<file path="config.mk">
export PLATFORM = sky130hd
export DESIGN_NAME = mips_control_unit
export DESIGN_NICKNAME = d
export VERILOG_FILES = /design/src/rtl/mips_control_unit.sv
export SDC_FILE = /design/constraint.sdc
export NUM_CORES = 1
export LEC_CHECK = 0
export ABC_CLOCK_PERIOD_IN_PS = 1900
export BUFFER_PORTS_ARGS = -buffer_cell sky130_fd_sc_hd__buf_4
export CAP_MARGIN = 20
export CORE_MARGIN = 1
export CORE_UTILIZATION = 30
export DETAILED_ROUTE_END_ITERATION = 10
export GPL_ROUTABILITY_DRIVEN = 0
export SLEW_MARGIN = 20
export SYNTH_ARGS = -nofsm -noshare
export SYNTH_HDL_FRONTEND = slang
export SYNTH_SLANG_ARGS = --single-unit
</file>
<file path="constraint.sdc">
create_clock -name clock_i -period 1.9 [get_ports clock_i]
set_clock_uncertainty 0.15 [all_clocks]
set_input_delay 0.475 -clock clock_i [delete_from_list [all_inputs] [get_ports clock_i]]
set_output_delay 0.475 -clock clock_i [all_outputs]
set_load 0.02 [all_outputs]
</file>
<file path="src/rtl/mips_control_unit.sv">
// rtl/mips_control_unit.sv - multi-cycle MIPS control FSM
//
// Purpose: Moore-style control unit that sequences the multi-cycle MIPS
// datapath. It supports add/sub/and/jr, addi, lw/sw, beq/bne and j, and it
// takes an exception on an invalid opcode/funct or on signed overflow.
//
// Ports:
//   clock_i, reset_i        clock (rising edge), async active-high reset
//   opcode_i, funct_i       IR[31:26], IR[5:0]
//   zero_i, overflow_i      ALU status fed back from the datapath
//   pc_write_o ... epc_write_o   write enables / strobes
//   iord_o, reg_dst_o, mem_to_reg_o, alu_src_a_o, alu_src_b_o,
//   alu_op_o, pc_source_o   datapath mux selects and ALU operation
module mips_control_unit #(
   parameter int unsigned MEM_WAIT    = 1,
   parameter logic [2:0]  SP_INIT_SEL = 3'd6
) (
   input  logic       clock_i,
   input  logic       reset_i,
   input  logic [5:0] opcode_i,
   input  logic [5:0] funct_i,
   input  logic       zero_i,
   input  logic       overflow_i,
   output logic       pc_write_o,
   output logic       pc_write_cond_o,
   output logic       branch_ne_o,
   output logic       mem_write_o,
   output logic       ir_write_o,
   output logic       reg_write_o,
   output logic       ab_write_o,
   output logic       alu_out_write_o,
   output logic       epc_write_o,
   output logic [2:0] iord_o,
   output logic [1:0] reg_dst_o,
   output logic [2:0] mem_to_reg_o,
   output logic       alu_src_a_o,
   output logic [1:0] alu_src_b_o,
   output logic [2:0] alu_op_o,
   output logic [1:0] pc_source_o
);

   typedef enum logic [4:0] {
      S_RESET     = 5'd0,
      S_FETCH     = 5'd1,
      S_DECODE    = 5'd2,
      S_R_EXEC    = 5'd3,
      S_R_WB      = 5'd4,
      S_ADDI_EXEC = 5'd5,
      S_ADDI_WB   = 5'd6,
      S_MEM_ADDR  = 5'd7,
      S_LW_READ   = 5'd8,
      S_LW_WB     = 5'd9,
      S_SW_WRITE  = 5'd10,
      S_BRANCH    = 5'd11,
      S_JUMP      = 5'd12,
      S_JR        = 5'd13,
      S_EXC_SAVE  = 5'd14,
      S_EXC_READ  = 5'd15,
      S_EXC_LOAD  = 5'd16
   } state_t;

   localparam logic [1:0] WAIT_LOAD = 2'(MEM_WAIT);

   state_t     state_q, state_d;
   logic [1:0] wait_q, wait_d;
   logic       cause_q, cause_d;   // 0: invalid opcode/funct, 1: overflow
   logic       wait_done;

   // Down-counter: last cycle of a wait state is when it reaches zero.
   assign wait_done = (wait_q == 2'd0);

   always_ff @(posedge clock_i or posedge reset_i) begin
      if (reset_i) begin
         state_q <= S_RESET;
         wait_q  <= 2'd0;
         cause_q <= 1'b0;
      end else begin
         state_q <= state_d;
         wait_q  <= wait_d;
         cause_q <= cause_d;
      end
   end

   always_comb begin
      state_d         = state_q;
      // Reload unless we stay in a wait state, so every entry starts fresh.
      wait_d          = WAIT_LOAD;
      cause_d         = cause_q;
      pc_write_o      = 1'b0;
      pc_write_cond_o = 1'b0;
      branch_ne_o     = 1'b0;
      mem_write_o     = 1'b0;
      ir_write_o      = 1'b0;
      reg_write_o     = 1'b0;
      ab_write_o      = 1'b0;
      alu_out_write_o = 1'b0;
      epc_write_o     = 1'b0;
      iord_o          = 3'd0;
      reg_dst_o       = 2'd0;
      mem_to_reg_o    = 3'd0;
      alu_src_a_o     = 1'b0;
      alu_src_b_o     = 2'd0;
      alu_op_o        = 3'd0;
      pc_source_o     = 2'd0;

      // Outputs are forced low while reset is held, even mid-state.
      if (!reset_i) begin
         case (state_q)
            S_RESET: begin
               reg_write_o  = 1'b1;
               reg_dst_o    = 2'd2;
               mem_to_reg_o = SP_INIT_SEL;
               state_d      = S_FETCH;
            end
            S_FETCH: begin
               iord_o      = 3'd0;
               alu_src_a_o = 1'b0;
               alu_src_b_o = 2'd1;
               alu_op_o    = 3'd1;
               if (wait_done) begin
                  ir_write_o  = 1'b1;
                  pc_write_o  = 1'b1;
                  pc_source_o = 2'd0;
                  state_d     = S_DECODE;
               end else begin
                  wait_d = wait_q - 2'd1;
               end
            end
            S_DECODE: begin
               ab_write_o      = 1'b1;
               alu_out_write_o = 1'b1;
               alu_src_a_o     = 1'b0;
               alu_src_b_o     = 2'd3;
               alu_op_o        = 3'd1;
               case (opcode_i)
                  6'h00: begin
                     case (funct_i)
                        6'h20, 6'h22, 6'h24: state_d = S_R_EXEC;
                        6'h08:               state_d = S_JR;
                        default: begin
                           state_d = S_EXC_SAVE;
                           cause_d = 1'b0;
                        end
                     endcase
                  end
                  6'h08:        state_d = S_ADDI_EXEC;
                  6'h23, 6'h2B: state_d = S_MEM_ADDR;
                  6'h04, 6'h05: state_d = S_BRANCH;
                  6'h02:        state_d = S_JUMP;
                  default: begin
                     state_d = S_EXC_SAVE;
                     cause_d = 1'b0;
                  end
               endcase
            end
            S_R_EXEC: begin
               alu_src_a_o     = 1'b1;
               alu_src_b_o     = 2'd0;
               alu_out_write_o = 1'b1;
               case (funct_i)
                  6'h22:   alu_op_o = 3'd2;
                  6'h24:   alu_op_o = 3'd3;
                  default: alu_op_o = 3'd1;
               endcase
               // AND cannot overflow; the flag is meaningless for it.
               if (funct_i != 6'h24 && overflow_i) begin
                  state_d = S_EXC_SAVE;
                  cause_d = 1'b1;
               end else begin
                  state_d = S_R_WB;
               end
            end
            S_R_WB: begin
               reg_write_o  = 1'b1;
               reg_dst_o    = 2'd1;
               mem_to_reg_o = 3'd0;
               state_d      = S_FETCH;
            end
            S_ADDI_EXEC: begin
               alu_src_a_o     = 1'b1;
               alu_src_b_o     = 2'd2;
               alu_op_o        = 3'd1;
               alu_out_write_o = 1'b1;
               if (overflow_i) begin
                  state_d = S_EXC_SAVE;
                  cause_d = 1'b1;
               end else begin
                  state_d = S_ADDI_WB;
               end
            end
            S_ADDI_WB: begin
               reg_write_o  = 1'b1;
               reg_dst_o    = 2'd0;
               mem_to_reg_o = 3'd0;
               state_d      = S_FETCH;
            end
            S_MEM_ADDR: begin
               alu_src_a_o     = 1'b1;
               alu_src_b_o     = 2'd2;
               alu_op_o        = 3'd1;
               alu_out_write_o = 1'b1;
               state_d         = (opcode_i == 6'h2B) ? S_SW_WRITE : S_LW_READ;
            end
            S_LW_READ: begin
               iord_o = 3'd1;
               if (wait_done) begin
                  state_d = S_LW_WB;
               end else begin
                  wait_d = wait_q - 2'd1;
               end
            end
            S_LW_WB: begin
               reg_write_o  = 1'b1;
               reg_dst_o    = 2'd0;
               mem_to_reg_o = 3'd1;
               state_d      = S_FETCH;
            end
            S_SW_WRITE: begin
               iord_o      = 3'd1;
               mem_write_o = 1'b1;
               state_d     = S_FETCH;
            end
            S_BRANCH: begin
               alu_src_a_o     = 1'b1;
               alu_src_b_o     = 2'd0;
               alu_op_o        = 3'd2;
               pc_write_cond_o = 1'b1;
               pc_source_o     = 2'd1;
               branch_ne_o     = opcode_i[0];
               state_d         = S_FETCH;
            end
            S_JUMP: begin
               pc_write_o  = 1'b1;
               pc_source_o = 2'd2;
               state_d     = S_FETCH;
            end
            S_JR: begin
               alu_src_a_o = 1'b1;
               alu_op_o    = 3'd0;
               pc_write_o  = 1'b1;
               pc_source_o = 2'd0;
               state_d     = S_FETCH;
            end
            S_EXC_SAVE: begin
               // PC already advanced by 4 in FETCH; subtract it back for EPC.
               alu_src_a_o = 1'b0;
               alu_src_b_o = 2'd1;
               alu_op_o    = 3'd2;
               epc_write_o = 1'b1;
               state_d     = S_EXC_READ;
            end
            S_EXC_READ: begin
               iord_o = cause_q ? 3'd4 : 3'd3;
               if (wait_done) begin
                  state_d = S_EXC_LOAD;
               end else begin
                  wait_d = wait_q - 2'd1;
               end
            end
            S_EXC_LOAD: begin
               pc_write_o  = 1'b1;
               pc_source_o = 2'd3;
               state_d     = S_FETCH;
            end
            default: state_d = S_FETCH;
         endcase
      end
   end

   // zero_i is consumed by the datapath's branch gating, not by the FSM.
   logic unused_zero;
   assign unused_zero = zero_i;

endmodule
</file>
After elaboration in Yosys (flattened, before gate mapping)
Index checks and enable logic that the tools add are counted.
Widths: inputs -> output; s select.
Storage, ports and cells
  output and inout port bits: 25
  memories: 0
  word-level logic and storage cells: 113
  register bits: 8
  bits in latches: 0
  bits in writable memories: 0
  bits in read-only memories: 0
Cells by class
  $add $sub $neg: 1
  reduce and logical (&&, ||, !) cells: 22
  $mul: 0
  $lt $le $gt $ge: 0
  shift operators: 0
  bitwise operators: 1
  equal/unequal tests: 34
  divide/modulo/power cells: 0
  mux-type cells: 52
Operators with widths (count)
  $eq 5x4->1 const B: 8
  $pmux 5 s8: 1
  $eq 6x6->1 const B: 5
  $pmux 5 s5: 1
  $mux 1: 23
  $eq 5x3->1 const B: 4
  $pmux 2 s3: 3
  $mux 2: 8
  $reduce_or 4->1: 4
  $mux 5: 3
  $eq 6x3->1 const B: 2
  $eq 6x4->1 const B: 2
  $ne 2x2->1 const B: 6
  $pmux 3 s2: 2
  $reduce_or 2->1: 6
  $eq 5x2->1 const B: 2
  $mux 3: 3
  $reduce_or 3->1: 3
  $mux 4: 2
  $pmux 2 s2: 2
  $pmux 4 s2: 1
  $eq 6x2->1 const B: 1
  $logic_not 6->1: 1
  $ne 6x6->1 const B: 1
  other kinds (15): 16

Logic depth before layout (Yosys ltp)
Gate-level depths: netlist (run 1).
  word-level depth: 5
  depth in mapped cells: 6
  depth with buffers taken out: 5

Worst setup path after synthesis (run 1)
No wires, ideal clock.
  path type: flip-flop to output port
  from: register state_q[3]
  to: output port mem_to_reg_o[2]
  cell stages (with the launch flop): 5
  required time: 1275 ps
  arrival time: 2047 ps
  slack: -772 ps
  cells stage by stage: dfrtp_1 -> clkbuf_1 -> or3_1 -> nor4_1 -> buf_4
On the way
  word-level cells in the longest chain between the ends: 3
  elaborated cells on any way between the ends: 4
RTL lines
  start: declaration: line 64  | state_t state_q, state_d;
  start signal: assignment: line 78  | state_q <= state_d;
  $eq 5x4->1 or $logic_not 5->1 (tied branches): line 108  | case (state_q)
  $pmux 3 s2 *: line 108
  $mux 3 *: line 107  | if (!reset_i) begin
  end: declaration: line 35  | output logic [2:0] mem_to_reg_o,
Mark *: on every way between the ends. The rest lies on a longest branch, timed or not.

Final worst setup path (run 1)
  from: input port funct_i[4]
  to: output port alu_op_o[1]
On the way
  word-level cells in the longest chain between the ends: 4
  elaborated cells on any way between the ends: 5
RTL lines
  start: declaration: line 21  | input logic [5:0] funct_i,
  $eq 6x6->1: line 160  | case (funct_i)
  $pmux 2 s2 *: line 160
  $pmux 2 s3 *: line 108
  $mux 2 *: line 107
  end: declaration: line 38  | output logic [2:0] alu_op_o,
Marks and branches as above.

==> run_results.csv, run 1 <==
group,metric,value,unit
timing,setup_violations,32,
routing,wl_per_cell,19.8,microns
cts,clock_sinks,8,
power,p_switching,1.70,mW
power,p_leak,1.36,nW
yosys,synth_common_cells,"nor2_1 (21), nor3_1 (17), nand2_1 (15), a21oi_1 (13), nor4_1 (13)",
power,clkPwrFrac,0.058,
yosys,synth_area_per_cell,6.89,sq um
finish,fillers,211,
finish,seq_area,201,sq um
timing,grt_setup_unrepaired,"yes",
yosys,ys.flop_type,"dfrtp_1",
die,fp.dieW,66.1,microns
global_route,antenna_found_initial,0,
routing,drtPass1Iterations,4,
cts,hold_buffers,0,
yosys,yosysTopAreaCell,"dfrtp_1",
yosys,seq_area_frac_synth,0.162,
job,maxCapViolCount,0,
timing,fin_tns_setup,-8470,ps
yosys,synth-seq-cells,8,
finish,finalNetCount,332,
yosys,synth.most_common_cell,"nor2_1",
yosys,ys_warn_count,0,
yosys,syn-cell-area,0.00123,sq mm
power,vdd_drop_max,0.885,mV
cts,cts-root-buf,"clkbuf_8",
worst_setup_path,startpoint,"funct_i[4]",
yosys,synth_top_cell_area_share,0.162,
timing,period_share,1.24,
routing,wl,7160,microns
finish,drive_above_1_share,0.717,
power,p_per_area,1190,mW/mm^2
global_route,grt_pass1_vias,1885,
worst_setup_path,end_kind,"output pin",
routing,vias_per_cell,5.83,
timing,fin_crit,2350,ps
global_route,grt_pass1_wl,9110,microns
place,hpwl,3480,microns
yosys,synth.distinct_cells,53,
finish,multi_input_area,0.00140,sq mm
worst_setup_path,rrSetupSlack,-200,ps
worst_setup_path,required,1270,ps
yosys,synth_fp_nets,195,
yosys,netlist_instances,179,
global_route,track_usage,0.273,
cts,cts_max_level,1,
finish,final_util,0.817,
timing,worst_slack,-453,ps
power,swShare,0.461,
finish,antenna_cells,0,
die,die-area,0.00437,sq mm
die,die_y,66.1,microns
cts,cts.clk_slew.worst_paths,40,ps
worst_setup_path,criticalPathCategory,"in -> out",
die,design.core.area,0.00380,sq mm
finish,area_delta_synth_final,152,%
cts,insertion_delay,230,ps
yosys,synth_edf_count,0,
timing,max_freq,425,MHz
worst_setup_path,worstPathMaxFanout,2,
timing,hold_violations,0,
routing,vias,2111,
status,violations,"negative setup slack",
power,power.share.combinational,0.863,
global_route,grt_max_degree,17,
global_route,overflow,0,
worst_hold_path,hp-class,"reg -> reg",
timing,slew_violations,0,
yosys,ys_top_cells_by_area,"dfrtp_1 (16%), nor3_1 (6.9%), nor4_1 (6.6%)",
timing,hold_ws,368,ps
yosys,ys_async_sr_fraction,1.00,
power,intPower,1.99,mW
cts,numCtsBuffers,3,
die,rows,22,
status,status,"finished, violations left",
routing,drt_iter0_markers,205,
worst_setup_path,setup.worst_path.end,"alu_op_o[1]",
worst_setup_path,arrival,1730,ps
worst_setup_path,cp-start-kind,"input port",
worst_setup_path,r2r_end,"state_q[3]$_DFFE_PP0P_",
cts,cts_tree,"done",
cts,cts_max_path_buffers,2,
die,ioPinCount,41,
worst_setup_path,r2r-start,"state_q[3]$_DFFE_PP0P_",
routing,route.detailed.drc,0,
place,portBuffers,38,
power,seqPwrFrac,0.079,
worst_setup_path,r2r.worst_path.cells,7,
die,start_util,0.324,
routing,ant_nets,0,
worst_hold_path,min_from,"wait_q[0]$_DFF_PP0_",
[cells in the final DEF (no fill, tap or decap), types with 4 or more instances in the layout]
master | synthesis | final
buf_4 | 3 | 92
inv_1 | 5 | 4
nor3_4 | 0 | 8
nor3_1 | 17 | 7
nor2_1 | 21 | 8
nand3_1 | 6 | 4
a21oi_2 | 0 | 4
nor2_4 | 0 | 9
nor2_2 | 0 | 4
nor4_2 | 0 | 6
buf_12 | 0 | 4
nand2_1 | 15 | 11
buf_6 | 1 | 46
nor4_4 | 0 | 4
a21oi_1 | 13 | 7
dfrtp_1 | 8 | 7
[power by group through the flow]
stage          sequential [mW]  clock [mW]  combinational, mW
6_report                 0.293       0.214               3.19
5_1_grt                  0.296       0.226               3.31
4_1_cts                  0.285       0.210               2.45
3_5_place_dp             0.274           0               1.89
3_3_place_gp             0.272           0               1.89
2_1_floorplan            0.277           0               1.09
[per-layer routing]
metal  part of all wire  vias to the layer above  wire, microns  GRT usage
met1               0.39                     1004           2810      0.341
met3              0.074                       37            532     0.0414
met4              0.054                        0            388     0.0771
met5                  0                        -              0          0
met2               0.48                      130           3430      0.478
li1                   -                      940              -          -
[critical path, stage by stage]
cell	delay, ps
buf_6	90
or4b_4	540
nor4_2	220
buf_4	160
a21oi_2	30
nor2_2	90
buf_6	120
[cell families after synthesis]
family | synth area share
AND/OR/NAND/NOR | 0.438
AO/OA/AOI/OAI | 0.274
buffers and inverters | 0.0792
flip-flops | 0.162
XOR/XNOR | 0.0355
multiplexers | 0.00812
other | 0.00304
[how the worst min path moves through the flow]
| stage | end | slack [ps] | cells past startpoint |
|---|---|---|---|
| after floorplan | wait_q[0]$_DFF_PP0_ | 340 | 1 |
| after global placement | wait_q[0]$_DFF_PP0_ | 360 | 1 |
| after detailed placement | wait_q[1]$_DFF_PP0_ | 370 | 2 |
| after CTS | wait_q[0]$_DFF_PP0_ | 350 | 4 |
| after global routing | wait_q[0]$_DFF_PP0_ | 380 | 1 |
| final | wait_q[0]$_DFF_PP0_ | 370 | 1 |
[layout make-up]
| type | count | area share |
|---|---|---|
| multi-input combinational | 151 | 0.450 |
| timing repair buffer | 147 | 0.447 |
| sequential | 8 | 0.0649 |
| tap | 48 | 0.0193 |
| clock buffer | 3 | 0.0133 |
| inverter | 5 | 0.00605 |
[state kept, by name (all words and copies together) (netlist names)]
register,flops
state_q,5
wait_q,2
cause_q,1
[per-stage QoR]
stage | cell area (sq um) | std cells | power [mW] | worst slack (ps)
after detailed placement | 2200 | 322 | 2.16 | -582
after CTS | 2720 | 343 | 2.95 | -452
final | 3100 | 362 | 3.70 | -453
after floorplan | 1410 | 179 | 1.37 | -354
after global routing | 3100 | 362 | 3.83 | -493
after global placement | 2200 | 322 | 2.16 | -558
[repair_timing]
action | in CTS | in global routing
endpoints found under the setup margin | 28 | 32
resized for setup | 76 | 50
pin swaps | 30 | 29
cloned | 1 | 1
buffers inserted | 19 | 21
No activity file was read; power rests on OpenSTA's default activity.
==> inputs of run 2 (changes only) <==
- CAP_MARGIN: 20 -> 40
- CELL_PAD_IN_SITES_DETAIL_PLACEMENT: not set -> 1
- CELL_PAD_IN_SITES_GLOBAL_PLACEMENT: not set -> 1
- PLACE_DENSITY_LB_ADDON: not set -> 0.1
==> run 2 against run 1 <==
Area after synthesis unchanged; the flow now stops in 4_1_cts; synthesized cell count unchanged.
==> run_results.csv, run 2 <==
group,metric,value,unit
status,status,"aborted with a tool error",
status,lastStage,"4_1_cts",
status,error_line,"[ERROR DPL-0033] detailed placement checks failed during check placement.",
cts,clock_sinks,8,
yosys,ys_async_sr_fraction,1.00,
cts,cts-root-buf,"clkbuf_8",
yosys,netlist_instances,179,
die,fp.dieW,66.1,microns
yosys,synth.distinct_cells,53,
yosys,ys_warn_count,0,
die,start_util,0.324,
yosys,synth_common_cells,"nor2_1 (21), nor3_1 (17), nand2_1 (15), a21oi_1 (13), nor4_1 (13)",
yosys,ys_top_cells_by_area,"dfrtp_1 (16%), nor3_1 (6.9%), nor4_1 (6.6%)",
die,die_y,66.1,microns
place,hpwl,4510,microns
yosys,synth_area_per_cell,6.89,sq um
yosys,synth.most_common_cell,"nor2_1",
yosys,yosysTopAreaCell,"dfrtp_1",
yosys,synth_top_cell_area_share,0.162,
die,rows,22,
yosys,ys.flop_type,"dfrtp_1",
yosys,synth-seq-cells,8,
cts,cts_setup_buffers,26,
cts,post_cts_resized,101,
yosys,synth_edf_count,0,
place,portBuffers,38,
yosys,syn-cell-area,0.00123,sq mm
cts,numCtsBuffers,3,
yosys,synth_fp_nets,195,
cts,cts_max_level,1,
cts,cts_max_path_buffers,2,
die,ioPinCount,41,
yosys,seq_area_frac_synth,0.162,
cts,hold_buffers,0,
## run 2: cell counts after synthesis
No cell type changed its count.
## run 2: cell families after synthesis
group                     synth area share
xor gates and xnor gates            0.0355
muxes                              0.00812
buffers and inverters               0.0792
AOI/OAI and AO/OA                    0.274
other                              0.00304
and+or+nand+nor                      0.438
DFF                                  0.162
## run 2: through the flow
stage | instance area, sq um | setup WS [ps] | utilization | hold slack, ps | instances
after floorplan | 1410 | -354 | - | 344 | 179
after global placement | 2160 | -468 | 0.569 | 371 | 317
after detailed placement | 2160 | -495 | 0.569 | 376 | 317
==> inputs of run 3 (changes only) <==
- ABC_CLOCK_PERIOD_IN_PS: 1900 -> 2450
- CELL_PAD_IN_SITES_DETAIL_PLACEMENT: 1 -> not set
- CELL_PAD_IN_SITES_GLOBAL_PLACEMENT: 1 -> not set
- CORE_UTILIZATION: 30 -> 20
- PLACE_DENSITY_LB_ADDON: 0.1 -> 0.15
- clock period: 1.9 -> 2.45 ns (I/O delays scaled with it)
==> run 3 against run 2 <==
The flow now finishes, with violations (negative setup slack).
==> run_results.csv, run 3 (synthesis results as in run 1) <==
group,metric,value,unit
status,status,"finished, violations left",
status,violations,"negative setup slack",
finish,final_util,0.330,
routing,vias_per_cell,5.00,
power,power,1.66,mW
routing,vias,1565,
worst_setup_path,r2r.worst_path.cells,7,
global_route,grt_pass1_vias,1492,
global_route,grt_pass1_wl,7600,microns
worst_hold_path,min_from,"wait_q[0]$_DFF_PP0_",
finish,largest_register,"state_q",
finish,fillers,649,
cts,cts_max_path_buffers,2,
die,start_util,0.208,
routing,wl_per_cell,14.7,microns
die,design.core.area,0.00592,sq mm
routing,drtPass1Iterations,4,
finish,mostFrequentLayoutCells,"buf_4 (65), nor2_1 (18), nand2_1 (15)",
worst_setup_path,cp-start-kind,"input port",
global_route,grt_max_degree,20,
finish,drive_above_1_share,0.437,
worst_setup_path,required,1690,ps
cts,cts_tree,"done",
global_route,antenna_found_initial,0,
die,die_y,80.5,microns
worst_setup_path,worstPathMaxFanout,2,
timing,fin_crit,2500,ps
timing,setup_violations,3,
worst_setup_path,arrival,1730,ps
global_route,overflow,0,
timing,max_freq,400,MHz
cts,cts.clk_slew.worst_paths,40,ps
cts,cts_max_level,1,
worst_setup_path,r2r-start,"state_q[4]$_DFFE_PP0P_",
worst_hold_path,hold_depth,1,
place,portBuffers,38,
worst_setup_path,worst-path-stages,6,
cts,insertion_delay,230,ps
finish,layout_commonest_cell,"buf_4",
worst_setup_path,path_buf_inv,3,
worst_setup_path,crit_chain,"buf_6 > or4b_4 > buf_6 > nor4_4 > nor2_1 > buf_4",
worst_setup_path,critPathSlowestCell,"or4b_4",
cts,hold_buffers,0,
worst_setup_path,cpLargestDelayFamily,"simple AND/OR/NAND/NOR gates",
die,ioPinCount,41,
die,die-area,0.00648,sq mm
job,maxCapViolCount,0,
timing,grt_setup_unrepaired,"yes",
finish,top_regs,"state_q x5, wait_q x2, cause_q x1",
worst_hold_path,whs_endpoint,"wait_q[0]$_DFF_PP0_",
worst_setup_path,criticalPathCategory,"in -> out",
timing,period_share,1.02,
routing,wl,4590,microns
timing,hold_violations,0,
timing,hold_ws,371,ps
worst_setup_path,r2r_end,"state_q[0]$_DFFE_PP0P_",
die,fp.dieW,80.5,microns
finish,largest_reg_flops,5,
cts,numCtsBuffers,3,
routing,drt_iter0_markers,79,
worst_setup_path,end_kind,"output pin",
global_route,track_usage,0.150,
power,p_per_area,852,mW/mm^2
finish,area_delta_synth_final,58.5,%
worst_setup_path,cpPeakStageDelay,550,ps
routing,route.detailed.drc,0,
worst_setup_path,critPathMostFrequentCell,"buf_6",
finish,finalNetCount,256,
power,vdd_drop_max,0.241,mV
finish,seq_area,206,sq um
worst_setup_path,rrSetupSlack,300,ps
timing,worst_slack,-47.5,ps
timing,slew_violations,0,
finish,antenna_cells,0,
die,rows,28,
cts,cts-root-buf,"clkbuf_8",
finish,multi_input_area,0.00103,sq mm
worst_hold_path,hp-class,"reg -> reg",
cts,clock_sinks,8,
power,p_leak,0.805,nW
place,hpwl,3600,microns
routing,ant_nets,0,
-- run 3: stage by stage --
step	setup TNS (ps)	setup slack, ps	cell area, sq um	std cells
after floorplan	-396	-108	1260	179
after global placement	-382	-191	1810	308
after detailed placement	-367	-189	1810	308
after CTS	-147	-119	1910	313
after global routing	-314	-102	1950	313
final	-51.3	-47.5	1950	313
-- run 3: routing by layer --
metal / share of wire / up-vias / track usage
met2: 0.45 / 39 / 0.231
met4: 0.0067 / 0 / 0.0268
met1: 0.50 / 733 / 0.218
met5: 0 / - / 0
met3: 0.045 / 4 / 0.0250
li1: - / 789 / -
-- run 3: how the worst max path moves through the flow --
| stage | start | endpoint | slack [ps] |
|---|---|---|---|
| after floorplan | state_q[3]$_DFFE_PP0P_ | ir_write_o | -110 |
| after global placement | funct_i[0] | alu_op_o[0] | -190 |
| after detailed placement | funct_i[0] | alu_op_o[1] | -190 |
| after CTS | funct_i[4] | alu_op_o[0] | -120 |
| after global routing | funct_i[3] | alu_op_o[0] | -100 |
| final | funct_i[3] | alu_op_o[0] | -50 |
-- run 3: what timing repair did --
action | CTS | global route
resized for setup | 11 | 10
setup buffers | 2 | 0
pin swaps | 4 | 3
endpoints found under the setup margin | 11 | 11
-- run 3: area by class of cell --
class,count,area share
clock buffers,3,0.0211
flip-flops and latches,8,0.106
well taps,75,0.0480
multi-input cells,151,0.527
repair buffers,71,0.289
inverters,5,0.00961
-- run 3: power breakdown --
group	internal [mW]	switching (mW)	total (mW)	leakage (nW)
clock network	0.106	0.0520	0.158	0.0216
logic	0.562	0.665	1.23	0.690
registers	0.182	0.0964	0.278	0.0938
total	0.850	0.813	1.66	0.805
-- run 3: worst reg2reg max path, delay by kind of cell (launching register included) --
kind	cells	cell delay (ps)
AO/OA/AOI/OAI	3	740
buffers and inverters	2	380
flip-flops	1	410
AND/OR/NAND/NOR	2	330
